File: src/rtl/hazard_pkg.sv
// Shared definitions for the pipeline hazard controller and the MDU datapath.
package hazard_pkg;

    typedef enum logic {
        HZ_RUN,
        HZ_MDU
    } hz_state_e;

    localparam logic [4:0] REG_X0 = 5'd0;

    // The MDU datapath imports this too, so both sides agree on the latency.
    localparam int MDU_LAT_DEFAULT = 4;

endpackage

File: src/rtl/hazard_match.sv
// Register-compare of one source operand against one producer stage; x0 never matches.
module hazard_match
    import hazard_pkg::*;
(
    input  logic [4:0] rs,
    input  logic       used,
    input  logic [4:0] rd,
    input  logic       wren,
    output logic       hit
);

    assign hit = used && (rs != REG_X0) && (rs == rd) && wren;

endmodule

File: src/rtl/hazard_ctrl.sv
// Stall/flush generation for IF/ID/EX/MEM: load-use, branch-on-load and MDU occupancy,
// plus free-running stall/flush cycle counters.
module hazard_ctrl
    import hazard_pkg::*;
#(
    parameter int MDU_LAT = MDU_LAT_DEFAULT,
    parameter int CNT_W   = $clog2(MDU_LAT),
    parameter int PERF_W  = 32
) (
    input  logic              i_clk,
    input  logic              i_rst_n,
    input  logic [4:0]        i_rs1_addr_D,
    input  logic [4:0]        i_rs2_addr_D,
    input  logic              i_rs1_used_D,
    input  logic              i_rs2_used_D,
    input  logic              i_is_br_D,
    input  logic              i_br_taken_D,
    input  logic [4:0]        i_rd_addr_E,
    input  logic              i_rd_wren_E,
    input  logic              i_is_load_E,
    input  logic              i_mdu_start_E,
    input  logic [4:0]        i_rd_addr_M,
    input  logic              i_rd_wren_M,
    input  logic              i_is_load_M,
    output logic              o_stall_F,
    output logic              o_stall_D,
    output logic              o_stall_E,
    output logic              o_flush_D,
    output logic              o_flush_E,
    output logic              o_flush_M,
    output logic [PERF_W-1:0] o_stall_cnt,
    output logic [PERF_W-1:0] o_flush_cnt
);

    localparam logic [CNT_W-1:0] CNT_RELOAD = CNT_W'(MDU_LAT - 2);

    hz_state_e         state, state_nxt;
    logic [CNT_W-1:0]  cnt, cnt_nxt;
    logic              m1_e, m2_e, m1_m, m2_m;
    logic              lu, bl_m, hz, mdu_busy;
    logic              stall_f, stall_d, stall_e, flush_d, flush_e, flush_m;

    hazard_match u_m1_e (.rs(i_rs1_addr_D), .used(i_rs1_used_D), .rd(i_rd_addr_E), .wren(i_rd_wren_E), .hit(m1_e));
    hazard_match u_m2_e (.rs(i_rs2_addr_D), .used(i_rs2_used_D), .rd(i_rd_addr_E), .wren(i_rd_wren_E), .hit(m2_e));
    hazard_match u_m1_m (.rs(i_rs1_addr_D), .used(i_rs1_used_D), .rd(i_rd_addr_M), .wren(i_rd_wren_M), .hit(m1_m));
    hazard_match u_m2_m (.rs(i_rs2_addr_D), .used(i_rs2_used_D), .rd(i_rd_addr_M), .wren(i_rd_wren_M), .hit(m2_m));

    // Branches resolve in ID, so a load still in MEM is too late for them to forward from.
    assign lu   = i_is_load_E & (m1_e | m2_e);
    assign bl_m = i_is_br_D & i_is_load_M & (m1_m | m2_m);
    assign hz   = lu | bl_m;

    assign mdu_busy = ((state == HZ_RUN) && i_mdu_start_E) || ((state == HZ_MDU) && (cnt != '0));

    always_comb begin
        state_nxt = state;
        cnt_nxt   = cnt;
        stall_f   = 1'b0;
        stall_d   = 1'b0;
        stall_e   = 1'b0;
        flush_d   = 1'b0;
        flush_e   = 1'b0;
        flush_m   = 1'b0;
        if (mdu_busy) begin
            stall_f = 1'b1;
            stall_d = 1'b1;
            stall_e = 1'b1;
            flush_m = 1'b1;
            if (state == HZ_RUN) begin
                state_nxt = HZ_MDU;
                cnt_nxt   = CNT_RELOAD;
            end else begin
                cnt_nxt = cnt - 1'b1;
            end
        end else begin
            // Last MDU cycle behaves like RUN; the op leaves EX at this edge.
            state_nxt = HZ_RUN;
            if (hz) begin
                stall_f = 1'b1;
                stall_d = 1'b1;
                flush_e = 1'b1;
            end else begin
                flush_d = i_br_taken_D;
            end
        end
    end

    assign o_stall_F = stall_f & i_rst_n;
    assign o_stall_D = stall_d & i_rst_n;
    assign o_stall_E = stall_e & i_rst_n;
    assign o_flush_D = flush_d & i_rst_n;
    assign o_flush_E = flush_e & i_rst_n;
    assign o_flush_M = flush_m & i_rst_n;

    always_ff @(posedge i_clk or negedge i_rst_n) begin
        if (!i_rst_n) begin
            state       <= HZ_RUN;
            cnt         <= '0;
            o_stall_cnt <= '0;
            o_flush_cnt <= '0;
        end else begin
            state <= state_nxt;
            cnt   <= cnt_nxt;
            if (o_stall_D) o_stall_cnt <= o_stall_cnt + 1'b1;
            if (o_flush_D) o_flush_cnt <= o_flush_cnt + 1'b1;
        end
    end

endmodule

File: config.mk
export PLATFORM = sky130hd
export DESIGN_NAME = hazard_ctrl
export DESIGN_NICKNAME = d
export VERILOG_FILES = /design/src/rtl/hazard_pkg.sv /design/src/rtl/hazard_match.sv /design/src/rtl/hazard_ctrl.sv
export SDC_FILE = /design/constraint.sdc
export NUM_CORES = 1
export LEC_CHECK = 0
export ABC_AREA = 1
export CELL_PAD_IN_SITES_DETAIL_PLACEMENT = 1
export CELL_PAD_IN_SITES_GLOBAL_PLACEMENT = 1
export CORE_ASPECT_RATIO = 1.2
export CORE_MARGIN = 2
export CORE_UTILIZATION = 49
export DETAILED_ROUTE_END_ITERATION = 7
export DONT_BUFFER_PORTS = 1
export PLACE_DENSITY = 0.83
export SLEW_MARGIN = 20
export SYNTH_ARGS = -nofsm -noshare
export SYNTH_HDL_FRONTEND = slang
export SYNTH_SLANG_ARGS = --single-unit
File: constraint.sdc
create_clock -name i_clk -period 7.65 [get_ports i_clk]
set_clock_uncertainty 0.1 [all_clocks]
set_input_delay 2.295 -clock i_clk [delete_from_list [all_inputs] [get_ports i_clk]]
set_output_delay 2.295 -clock i_clk [all_outputs]
set_load 0.05 [all_outputs]
[Word-level counts from Yosys, hierarchy flattened]
Cells that the tools add are included.
W data, S select, Z words.
Cells by class
  add/subtract/negate cells: 3
  multiply operators: 0
  div/mod/pow operators: 0
  magnitude comparators: 0
  equal/unequal tests: 4
  shift-type cells: 0
  mux-type cells: 7
  bitwise gates (word level): 11
  reduce and logical (&&, ||, !) cells: 16
Operator list (count)
  $add A32 B1 Y32 const B: 2
  $eq A5 B5 Y1: 4
  $logic_and A1 B1 Y1: 12
  $reduce_bool A5 Y1: 2
  $and A1 B1 Y1: 7
  $mux W1: 6
  $or A1 B1 Y1: 3
  $mux W2: 1
  $reduce_bool A2 Y1: 1
  $sub A2 B1 Y2 const B: 1
  $logic_or A1 B1 Y1: 1
  $not A1 Y1: 1
Word-level totals
  register bits: 67
  bits in latches: 0
  RAM bits: 0
  bits in read-only memories: 0
  bits of input ports: 31
  word-level logic and storage cells: 45
  memories: 0

[Longest topological paths before layout]
  depth in word-level cells: 10
  depth in mapped cells: 13

[Hierarchy]
Synthesis repeated with hierarchy kept, for this count alone.
Unflattened totals
  cells, all modules: 678
  area, all modules: 4488.1 µm²
Modules (own cells, without submodules)
  hazard_ctrl: times used 1, cells an instance 558, area each 4022.6 µm², seq. area each 1676.6 µm²
  hazard_match: times used 4, cells an instance 30, area each 116.4 µm², seq. area each 0.0 µm²

[Least setup slack after synthesis]
Ideal clock, no wire load.
  path kind: input port to output port
  from: input i_rs2_addr_D[3]
  to: output o_stall_F
  arrival time: 3.761 ns
  required time: 5.255 ns
  setup slack: 1.494 ns
  cell stages on the path: 11
  path buffers: 2
  path through: xnor2_1 > nand2_1 > nor2_1 > nand2_1 > nand2_1 > nand2_4 > nand3_4 > nand2_4 > buf_6 > inv_1 > buf_4
On the way
  longest elaborated chain between the ends: 10
  elaborated cells between the ends (all ways): 16
Ends and longest elaborated chain
  start, declared: line hazard_ctrl.sv:13  | input logic [4:0] i_rs2_addr_D,
  $reduce_bool A5 Y1: line hazard_match.sv:12  | assign hit = used && (rs != REG_X0) && (rs == rd) && wren;
  $logic_and A1 B1 Y1 (3 in series): line hazard_match.sv:12
  $or A1 B1 Y1, on equally long branches: line hazard_ctrl.sv:49, hazard_ctrl.sv:50
  $and A1 B1 Y1, on equally long branches: line hazard_ctrl.sv:49, hazard_ctrl.sv:50
  $or A1 B1 Y1 (*): line hazard_ctrl.sv:51  | assign hz = lu | bl_m;
  $mux W1 (*) (2 in series)
  $and A1 B1 Y1 (*)
  end, declared: line hazard_ctrl.sv:25  | output logic o_stall_F,
Mark *: on every way between the ends. The rest lies on a longest branch, timed or not.

[Worst setup path after layout]
  from: input i_rs1_addr_D[1]
  to: output o_stall_D
On the way
  longest elaborated chain between the ends: 10
  elaborated cells between the ends (all ways): 16
Ends and longest elaborated chain
  start, declared: line hazard_ctrl.sv:12  | input logic [4:0] i_rs1_addr_D,
  $reduce_bool A5 Y1: line hazard_match.sv:12
  $logic_and A1 B1 Y1 (3 in series): line hazard_match.sv:12
  $or A1 B1 Y1, on equally long branches: line hazard_ctrl.sv:49, hazard_ctrl.sv:50
  $and A1 B1 Y1, on equally long branches: line hazard_ctrl.sv:49, hazard_ctrl.sv:50
  $or A1 B1 Y1 (*): line hazard_ctrl.sv:51
  $mux W1 (*): line hazard_ctrl.sv:78  | if (hz) begin
  $mux W1 (*): line hazard_ctrl.sv:64  | if (mdu_busy) begin
  $and A1 B1 Y1 (*): line hazard_ctrl.sv:89  | assign o_stall_D = stall_d & i_rst_n;
  end, declared: line hazard_ctrl.sv:26  | output logic o_stall_D,
Marked as above.

==> results.toml <==
[floorplanning]
rows = 39
die-height_um = 113
ios = 101
fp.coreArea_sq_mm = 0.00956
dieArea_sq_mm = 0.0107
die_x_um = 94.9
start_util_pct = 50.8

[cts]
clkLatencyLatePin_ps = 340
path_clk_slew_ps = 60
h-tree-depth = 3
cts_max_path_buffers = 2
cts_buffers = 9
postCtsSetupBuffers = 0
ctsResizeCount = 0
cts_root_buf = "clkbuf_16"
cts_tree = "built"
clock_sinks = 67
holdBufCountCts = 0

[routing]
drtIter0Drc = 136
route.detailed.drc = 0
detail_route.vias_per_cell = 5.57
wire_per_inst_um = 17.5
vias = 4531
routed_wl_um = 14200
drtAntennaViolNets = 0
drt_pass1_iterations = 4

[critical_path]
cp_slowest_cell = "inv_1"
crit_start = "i_rs1_addr_D[1]"
crit_type = "in -> out"
cp-end-kind = "output port"
startpoint_type = "input pin"
rr_worst_depth = 10
path_cells = "xnor2_1 > nand2_1 > nor2_1 > nand3_1 > nand2_1 > nand2_4 > nand3_4 > nand2_4 > inv_1"
worst_ep_required_time_ps = 5260
max_stage_delay_ps = 710
cp_max_fo = 33
worstReg2RegEnd = "o_stall_cnt[26]"
critPathTopFamily = "simple AND/OR/NAND/NOR gates"
crit_arrival_ps = 4290
worstReg2RegStart = "o_stall_cnt[1]"
r2r_slack_ps = 5150
crit_buf_inv = 1

[sta]
timing.slew.headroom_pct = 29.5
fin_crit_sh_pct = 87.4
finalSetupViolCount = 0
min_period_ps = 6690
hold_viol_final = 0
tns_ps = 0
fmax_ghz = 0.150
drv_slew = 0
tightest_slew_ps = 1060
grt_setup_unrepaired = "no"

[yosys]
synth_area_leaders = "dfrtp_1 (35%), nand2_1 (19%), nand3_1 (9.0%)"
synth-seq-cells = 67
synth_top_area_share_pct = 34.5
syn_inst = 695
yosys.cell_types.count = 31
synth_warnings = 0
synth-main-ff-cell = "dfrtp_1"
synth.largest_area_cell = "dfrtp_1"
avgSynthCellArea_sq_um = 6.99
ys_seq_area_share_pct = 34.5
synth.net_count = 729
synth-edff-count = 0
synthesis.area_sq_mm = 0.00486
async_flop_share_pct = 100

[grt]
grt_max_degree = 132
grt_pass1_wl_um = 24000
grt_util_all_layers_pct = 28.5
grt_antenna_before_repair = 0
grt_pass1_vias = 4945
grt_overflow = 0

[placement]
gp_congestion = 0.944
io_buffers = 0
dp_hpwl_um = 10800

[power_and_ir_drop]
switching_share_pct = 40.5
leakagePower_nw = 2.56
ir_worst_vdd_uv = 199
power_frac_seq_pct = 42.0
fin_total_pwr_mw = 1.17
power.net_switching_mw = 0.474
combPwrFrac_pct = 22.3
intPower_mw = 0.697
p_clk_share_pct = 35.7
p_per_area_mw_per_mm2 = 227

[min_path]
whs_path_depth = 2
hold_path_end = "cnt[1]"
hold_path_class = "reg -> reg"
holdCritStartpoint = "cnt[1]"

[status]
status = "finished, final reports clean"

[finish]
final_nets = 719
antenna_cells = 0
drive_above_1_share_pct = 6.23
num-fill-cells = 1277
syn_to_final_growth_pct = 6.31

[job]
maxCapViolCount = 0
[worst reg2reg max path: cells and delay by family (launching register included)]
family,cells,cell delay [ps]
adder cells (fa/ha/maj),1,410
flip-flops,1,730
AND/OR/NAND/NOR,9,1140
[synthesized netlist by cell type, drive strengths merged, types with 2 or more instances]
library cell  count
xor2             42
nor2             75
and3              2
ha                3
buf              20
inv              61
nand4            22
clkbuf            2
dfrtp            67
nor3             25
nor3b             3
nand2           246
nand3            93
nand3b            4
o21ai             2
xnor2            26
[cell families after synthesis]
family | share of synthesized area [%]
and+or+nand+nor | 44.1
buffers and inverters | 7.93
xor gates and xnor gates | 12.3
DFF | 34.5
AOI/OAI and AO/OA | 0.386
adders and majority gates | 0.773
[how the worst max path moves through the flow]
stage          cells past startpoint   endpoint
2_1_floorplan                     11  o_stall_F
3_3_place_gp                       9  o_stall_D
3_5_place_dp                       9  o_stall_D
4_1_cts                            9  o_stall_D
5_1_grt                            9  o_stall_F
6_report                           9  o_stall_D
[state kept, by name, summed over array words and instances, names as in the netlist]
name and flops:
state 1, o_flush_cnt 32, cnt 2, o_stall_cnt 32
[placed cells by master (no fill, tap or decap)]
| cell | instances |
|---|---|
| nand2_1 | 240 |
| nand3_1 | 87 |
| nor2_1 | 67 |
| dfrtp_1 | 67 |
| inv_1 | 60 |
| xor2_1 | 42 |
| xnor2_1 | 26 |
| nor3_1 | 23 |
| nand4_1 | 21 |
| clkbuf_16 | 9 |
| nor2_2 | 5 |
| nand3b_1 | 4 |
| nand2_4 | 4 |
| clkinv_2 | 4 |
| nand3_2 | 4 |
| nor3b_1 | 3 |
| ha_1 | 3 |
| and3_1 | 2 |
| nand3_4 | 2 |
| nand2_2 | 2 |
| o21ai_0 | 2 |
| nor2_4 | 2 |
| nor3_2 | 2 |
| clkinvlp_4 | 2 |
| inv_2 | 1 |
| a21oi_2 | 1 |
| nand4_4 | 1 |
| nor2_8 | 1 |
| clkinv_4 | 1 |
| bufinv_16 | 1 |
| buf_4 | 1 |
[layout make-up]
cell class,count,area [sq um],area share (%)
timing repair buffer,1,7.51,0.145
clock buffer,9,225,4.36
tap,123,154,2.98
clock inverter,7,68.8,1.33
multi-input combinational,544,2800,54.2
sequential,67,1680,32.5
inverter,62,234,4.53
[power groups by stage]
stage	registers [mW]	logic (mW)	clock network, mW
6_report	0.492	0.261	0.418
4_1_cts	0.493	0.264	0.422
5_1_grt	0.498	0.294	0.440
3_3_place_gp	0.497	0.246	0
2_1_floorplan	0.486	0.250	0
3_5_place_dp	0.500	0.262	0
[metal layers]
layer	up-vias	wire length [um]	track usage, %	share of wire [%]
met2	96	7710	52.1	54
met1	2210	5350	30.4	38
li1	2186	-	-	-
met3	39	621	6.99	4.4
met4	0	510	12.6	3.6
met5	-	0	0	0
[stage by stage]
step	utilization (%)	instance area [sq um]	setup WS (ps)	std cells	hold slack, ps
6_report	54.0	5160	961	813	494
5_1_grt	54.0	5160	764	813	550
4_1_cts	54.0	5160	937	813	497
3_5_place_dp	50.9	4870	940	797	486
3_3_place_gp	50.9	4870	1020	797	428
2_1_floorplan	-	4860	1490	695	406
Power figures use the tool's default switching activity.
